## src/rtl/munch_frame_sequencer.sv

```systemverilog
// Purpose : frame-synchronous run/stop/pause/step sequencer and pixel colour stage for munching squares.
// Latency : R/G/B registered one cycle after hpos/vpos/display_on; frame/state update the cycle after a vsync fall.
// Backpressure: one-entry command slot; cmd_ready low from acceptance until the next frame boundary.
//
// Ports: clk/rst_n (sync, active-low); vsync/display_on/hpos/vpos from hvsync_generator;
//        cmd_valid/cmd_ready/cmd_op/cmd_arg command handshake; R/G/B pixel colour; frame/state status.
// Build option: MUNCH_SEQ_COLOR_EN selects frame-derived colour; undefined gives monochrome (2'b11 when lit).
module munch_frame_sequencer #(
    parameter int DIV_W = 6
) (
    input  logic             clk,
    input  logic             rst_n,
    input  logic             vsync,
    input  logic             display_on,
    input  logic [9:0]       hpos,
    input  logic [9:0]       vpos,
    input  logic             cmd_valid,
    output logic             cmd_ready,
    input  logic [1:0]       cmd_op,
    input  logic [DIV_W-1:0] cmd_arg,
    output logic [1:0]       R,
    output logic [1:0]       G,
    output logic [1:0]       B,
    output logic [7:0]       frame,
    output logic [1:0]       state
);

    typedef enum logic [1:0] {
        ST_STOP  = 2'b00,
        ST_RUN   = 2'b01,
        ST_PAUSE = 2'b10,
        ST_STEP  = 2'b11
    } state_t;

    localparam logic [1:0]       OP_STOP  = 2'd0;
    localparam logic [1:0]       OP_RUN   = 2'd1;
    localparam logic [1:0]       OP_PSTEP = 2'd2;
    localparam logic [1:0]       OP_DIV   = 2'd3;
    localparam logic [DIV_W-1:0] CNT_ONE  = 1;

    state_t           st_q, st_d;
    logic [7:0]       frame_d;
    logic [DIV_W-1:0] div_q, div_d;
    logic [DIV_W-1:0] div_cnt_q, div_cnt_d;
    logic             vsync_q;
    logic             fb;
    logic             pend_v;
    logic [1:0]       pend_op;
    logic [DIV_W-1:0] pend_arg;
    logic             accept;
    logic             lit;
    logic [1:0]       r_d, g_d, b_d;

    // Only the low 8 bits of position feed the XOR pattern.
    logic unused_pos;
    assign unused_pos = &{1'b0, hpos[9:8], vpos[9:8]};

    assign fb        = vsync_q & ~vsync;
    assign cmd_ready = ~pend_v;
    assign accept    = cmd_valid & ~pend_v;
    assign state     = st_q;

    function automatic logic [1:0] nz(input logic [1:0] c);
        return (c == 2'b00) ? 2'b01 : c;
    endfunction

    // Next frame/divider/state: advance on the pre-boundary state first, then let a
    // pending command (accepted before this boundary) override.
    always_comb begin
        st_d      = st_q;
        frame_d   = frame;
        div_d     = div_q;
        div_cnt_d = div_cnt_q;
        if (fb) begin
            case (st_q)
                ST_STOP: begin
                    frame_d   = 8'd0;
                    div_cnt_d = '0;
                end
                ST_RUN: begin
                    if (div_cnt_q == div_q) begin
                        div_cnt_d = '0;
                        frame_d   = frame + 8'd1;
                    end else begin
                        div_cnt_d = div_cnt_q + CNT_ONE;
                    end
                end
                ST_PAUSE: ;
                ST_STEP: begin
                    frame_d   = frame + 8'd1;
                    div_cnt_d = '0;
                    st_d      = ST_PAUSE;
                end
                default: ;
            endcase
            if (pend_v) begin
                case (pend_op)
                    OP_STOP: begin
                        st_d      = ST_STOP;
                        frame_d   = 8'd0;
                        div_cnt_d = '0;
                    end
                    OP_RUN:   st_d = ST_RUN;
                    // A second PAUSE/STEP while paused (or mid-step) requests one more step.
                    OP_PSTEP: st_d = (st_q == ST_STOP || st_q == ST_RUN) ? ST_PAUSE : ST_STEP;
                    OP_DIV: begin
                        div_d     = pend_arg;
                        div_cnt_d = '0;
                    end
                    default: ;
                endcase
            end
        end
    end

    // Pixel colour from the registered frame.
    always_comb begin
        lit = display_on & ((hpos[7:0] ^ vpos[7:0]) < frame);
        r_d = 2'b00;
        g_d = 2'b00;
        b_d = 2'b00;
        if (lit) begin
`ifdef MUNCH_SEQ_COLOR_EN
            r_d = nz(frame[7:6]);
            g_d = nz(frame[5:4]);
            b_d = nz(frame[3:2]);
`else
            r_d = 2'b11;
            g_d = 2'b11;
            b_d = 2'b11;
`endif
        end
    end

    always_ff @(posedge clk) begin
        if (!rst_n) begin
            vsync_q   <= 1'b1;
            st_q      <= ST_STOP;
            frame     <= 8'd0;
            div_q     <= '0;
            div_cnt_q <= '0;
            pend_v    <= 1'b0;
            pend_op   <= 2'b00;
            pend_arg  <= '0;
            R         <= 2'b00;
            G         <= 2'b00;
            B         <= 2'b00;
        end else begin
            vsync_q   <= vsync;
            st_q      <= st_d;
            frame     <= frame_d;
            div_q     <= div_d;
            div_cnt_q <= div_cnt_d;
            // accept implies the slot was empty, so a command landing on a boundary
            // cycle stays pending for the next boundary.
            if (accept) begin
                pend_v   <= 1'b1;
                pend_op  <= cmd_op;
                pend_arg <= cmd_arg;
            end else if (fb) begin
                pend_v   <= 1'b0;
            end
            R <= r_d;
            G <= g_d;
            B <= b_d;
        end
    end

endmodule

```

## config.mk

```make
export PLATFORM = sky130hd
export DESIGN_NAME = munch_frame_sequencer
export DESIGN_NICKNAME = d
export VERILOG_FILES = /design/src/rtl/munch_frame_sequencer.sv
export SDC_FILE = /design/constraint.sdc
export NUM_CORES = 1
export LEC_CHECK = 0
export CAP_MARGIN = 20
export CORE_MARGIN = 5
export CORE_UTILIZATION = 30
export DETAILED_ROUTE_END_ITERATION = 6
export DONT_BUFFER_PORTS = 1
export PLACE_DENSITY = 0.56
export SETUP_SLACK_MARGIN = 0.15
export SYNTH_ARGS = -nofsm -noshare
export SYNTH_HDL_FRONTEND = slang
export SYNTH_SLANG_ARGS = --single-unit
```

## constraint.sdc

```tcl
create_clock -name clk -period 3.35 [get_ports clk]
set_clock_uncertainty 0.2 [all_clocks]
set_input_delay 0.67 -clock clk [delete_from_list [all_inputs] [get_ports clk]]
set_output_delay 0.67 -clock clk [all_outputs]
set_load 0.1 [all_outputs]
```

==> results.cfg <==
[clock_tree]
cts.repair.resized = 0
cts_sinks = 33
clkTransAtPathRegs_ps = 80
cts_made_buffers = 5
cts_tree = done
clk_path_buf_depth = 2
cts_root_buf = clkbuf_8
htree_levels = 2
postCtsHoldBufs = 0
worstSkewPairLatency_ps = 290
post-cts-setup-buffers = 0

[detailed_routing]
routed_wl_mm = 4.17
dr.pass1.iters = 4
route.detailed.drc = 0
wl_per_cell_um = 13.4
viasPerCell = 5.19
drtIter0Drc = 67
ant_nets = 0
num_vias = 1618

[global_routing]
grt_antenna_before_repair = 0
grt_pass1_vias = 1516
grt.overflow.total = 0
grt_pass1_wl_mm = 7.16
grt_max_degree = 33
grt.total_usage_pct = 10.2

[timing]
timing.slew.headroom_pct = 42.2
setup_viol = 0
fin_setup_tns_ps = 0
finalHoldViolations = 0
final.period_utilization_pct = 69.0
rsz0062_at_grt = false
fmax_ghz = 0.433
hold_slack_ps = 264
slew_violations = 0
period_minus_slack_ps = 2310
max_slew.worst_pin.slew_ps = 866

[die]
start_util_pct = 31.2
core_um2 = 6390
die_area_um2 = 8360
rows = 29
fp.dieW_um = 91.5
die_h_um = 91.5
pin_count = 50

[place]
routabilityCongestion = 0.815
hpwlAfterDp_mm = 3.17
dp.cells = 304
dpl_cell_area_um2 = 2130
io_buffer_count = 0

[yosys]
synth_async_sr_flop_share_pct = 0
synth_simple_gate_area_share_pct = 22.2
ys_types = 45
syn-num-nets = 275
syn-cell-area_um2 = 1990
synth-compound-area-share_pct = 16.3
syn_inst = 229
synth-adder-area-share_pct = 8.17
synth_mux_area_share_pct = 7.67
synth_top_family_by_area = simple AND/OR/NAND/NOR gates
synth_top_area_cell = dfxtp_1
synth_flop_cell = dfxtp_1
synth_area_leaders = dfxtp_1 (33%), ha_1 (8.2%), nor2b_1 (6.9%)
synth-seq-area-share_pct = 33.2
synth_xor_area_share_pct = 7.04
ys.warnings.count = 0
synth_top_area_share_pct = 33.2
synth_seq_cells = 33
syn_avg_cell_area_um2 = 8.69
synth-edff-count = 0

[worst_setup_path]
cp.arrival_ps = 2300
crit_path_end_kind = flip-flop
path_max_fanout = 8
slowest_delay_ps = 490
path_cells = xor2_1 -> nor4_4 -> a21oi_2 -> or4_1 -> a32o_1
critPathBufInv = 0
rrSetupSlack_ps = 1040
critPathSlowestCell = or4_1
worstPathRequired_ps = 3340
crit_path_start_kind = flip-flop
critPathKind = reg2reg
critPathTopFamily = simple AND/OR/NAND/NOR gates

[layout]
multi_input_area_um2 = 1220
num-fill-cells = 667
final_cell_count_no_fill = 312
drive_above_1_share_pct = 11.9
area.sequential_um2 = 664
fin_area_um2 = 2240
mostFrequentLayoutCells = dfxtp_1 (32), nor2b_1 (22)
diodes = 0
nets = 280
final_common_cell = dfxtp_1
syn2layout_area_growth_pct = 12.7

[job]
maxCapViolCount = 0

[power_and_ir_drop]
leakage_nw = 0.905
cellPowerDensity_nw_per_um2 = 407
total_power_uw = 912
peakVddDrop_uv = 246

[status]
outcome = complete, no violations

[hold_path]
hold_path.class = in2reg
## final cells by class
type                            count  area share, %
Multi-Input combinational cell    172           54.4
Sequential cell                    33           29.6
Timing Repair Buffer               12           4.91
Tap cell                           77           4.29
Clock buffer                        5           3.07
Clock inverter                      3           2.01
Inverter                           10           1.67
## worst paths after layout
kind | from | end | cells after the start
max | div_cnt_q[0] | frame[5] | 5
min | rst_n | vsync_q | 1
max reg2reg | div_cnt_q[0] | frame[5] | 5
min reg2reg | pend_arg[3] | pend_arg[3] | 2
## synth_stat cells (all sizes together) (3+ instances only)
cell	number
a21oi	12
a22o	4
a31oi	3
buf	5
clkbuf	9
dfxtp	33
ha	13
inv	10
mux2i	13
nand2	13
nand2b	5
nand3	11
nand4	3
nor2	12
nor2b	22
o21ai	13
xnor2	3
xor2	13
## kinds of logic (layout without fill, tap and decap cells)
family | count (synthesis) | in the layout
simple gates | 79 | 79
compound gates | 49 | 49
flops | 33 | 33
buf+inv | 24 | 30
xor+xnor | 16 | 16
mux | 15 | 15
fa+ha+maj | 13 | 13
## per-layer routing
metal / global-route usage, % / share of wire [%] / wire length (µm) / vias to the layer above
met2: 15.2 / 43 / 1810 / 43
li1: - / - / - / 822
met1: 13.7 / 48 / 1990 / 751
met5: 0 / 0 / 0 / -
met3: 3.72 / 8.0 / 333 / 2
met4: 2.93 / 0.65 / 27 / 0
## registers in the layout (all words and copies together) (netlist names)
name and count:
state 2, div_q 6, frame 8, pend_v 1
div_cnt_q 6, pend_op 2, B 1, pend_arg 6
vsync_q 1
## power by group
part	switching [mW]	total, mW	internal [mW]
combinational	0.0728	0.112	0.0393
sequential	0.0129	0.413	0.400
clock	0.163	0.387	0.223
## through the flow
step | setup WS, ps | utilization (%)
2_1_floorplan | 822 | -
3_3_place_gp | 1090 | 33.3
3_5_place_dp | 1060 | 33.3
4_1_cts | 1040 | 35.1
5_1_grt | 935 | 35.1
6_report | 1040 | 35.1
Note: power is estimated with default switching activity, not from simulation.
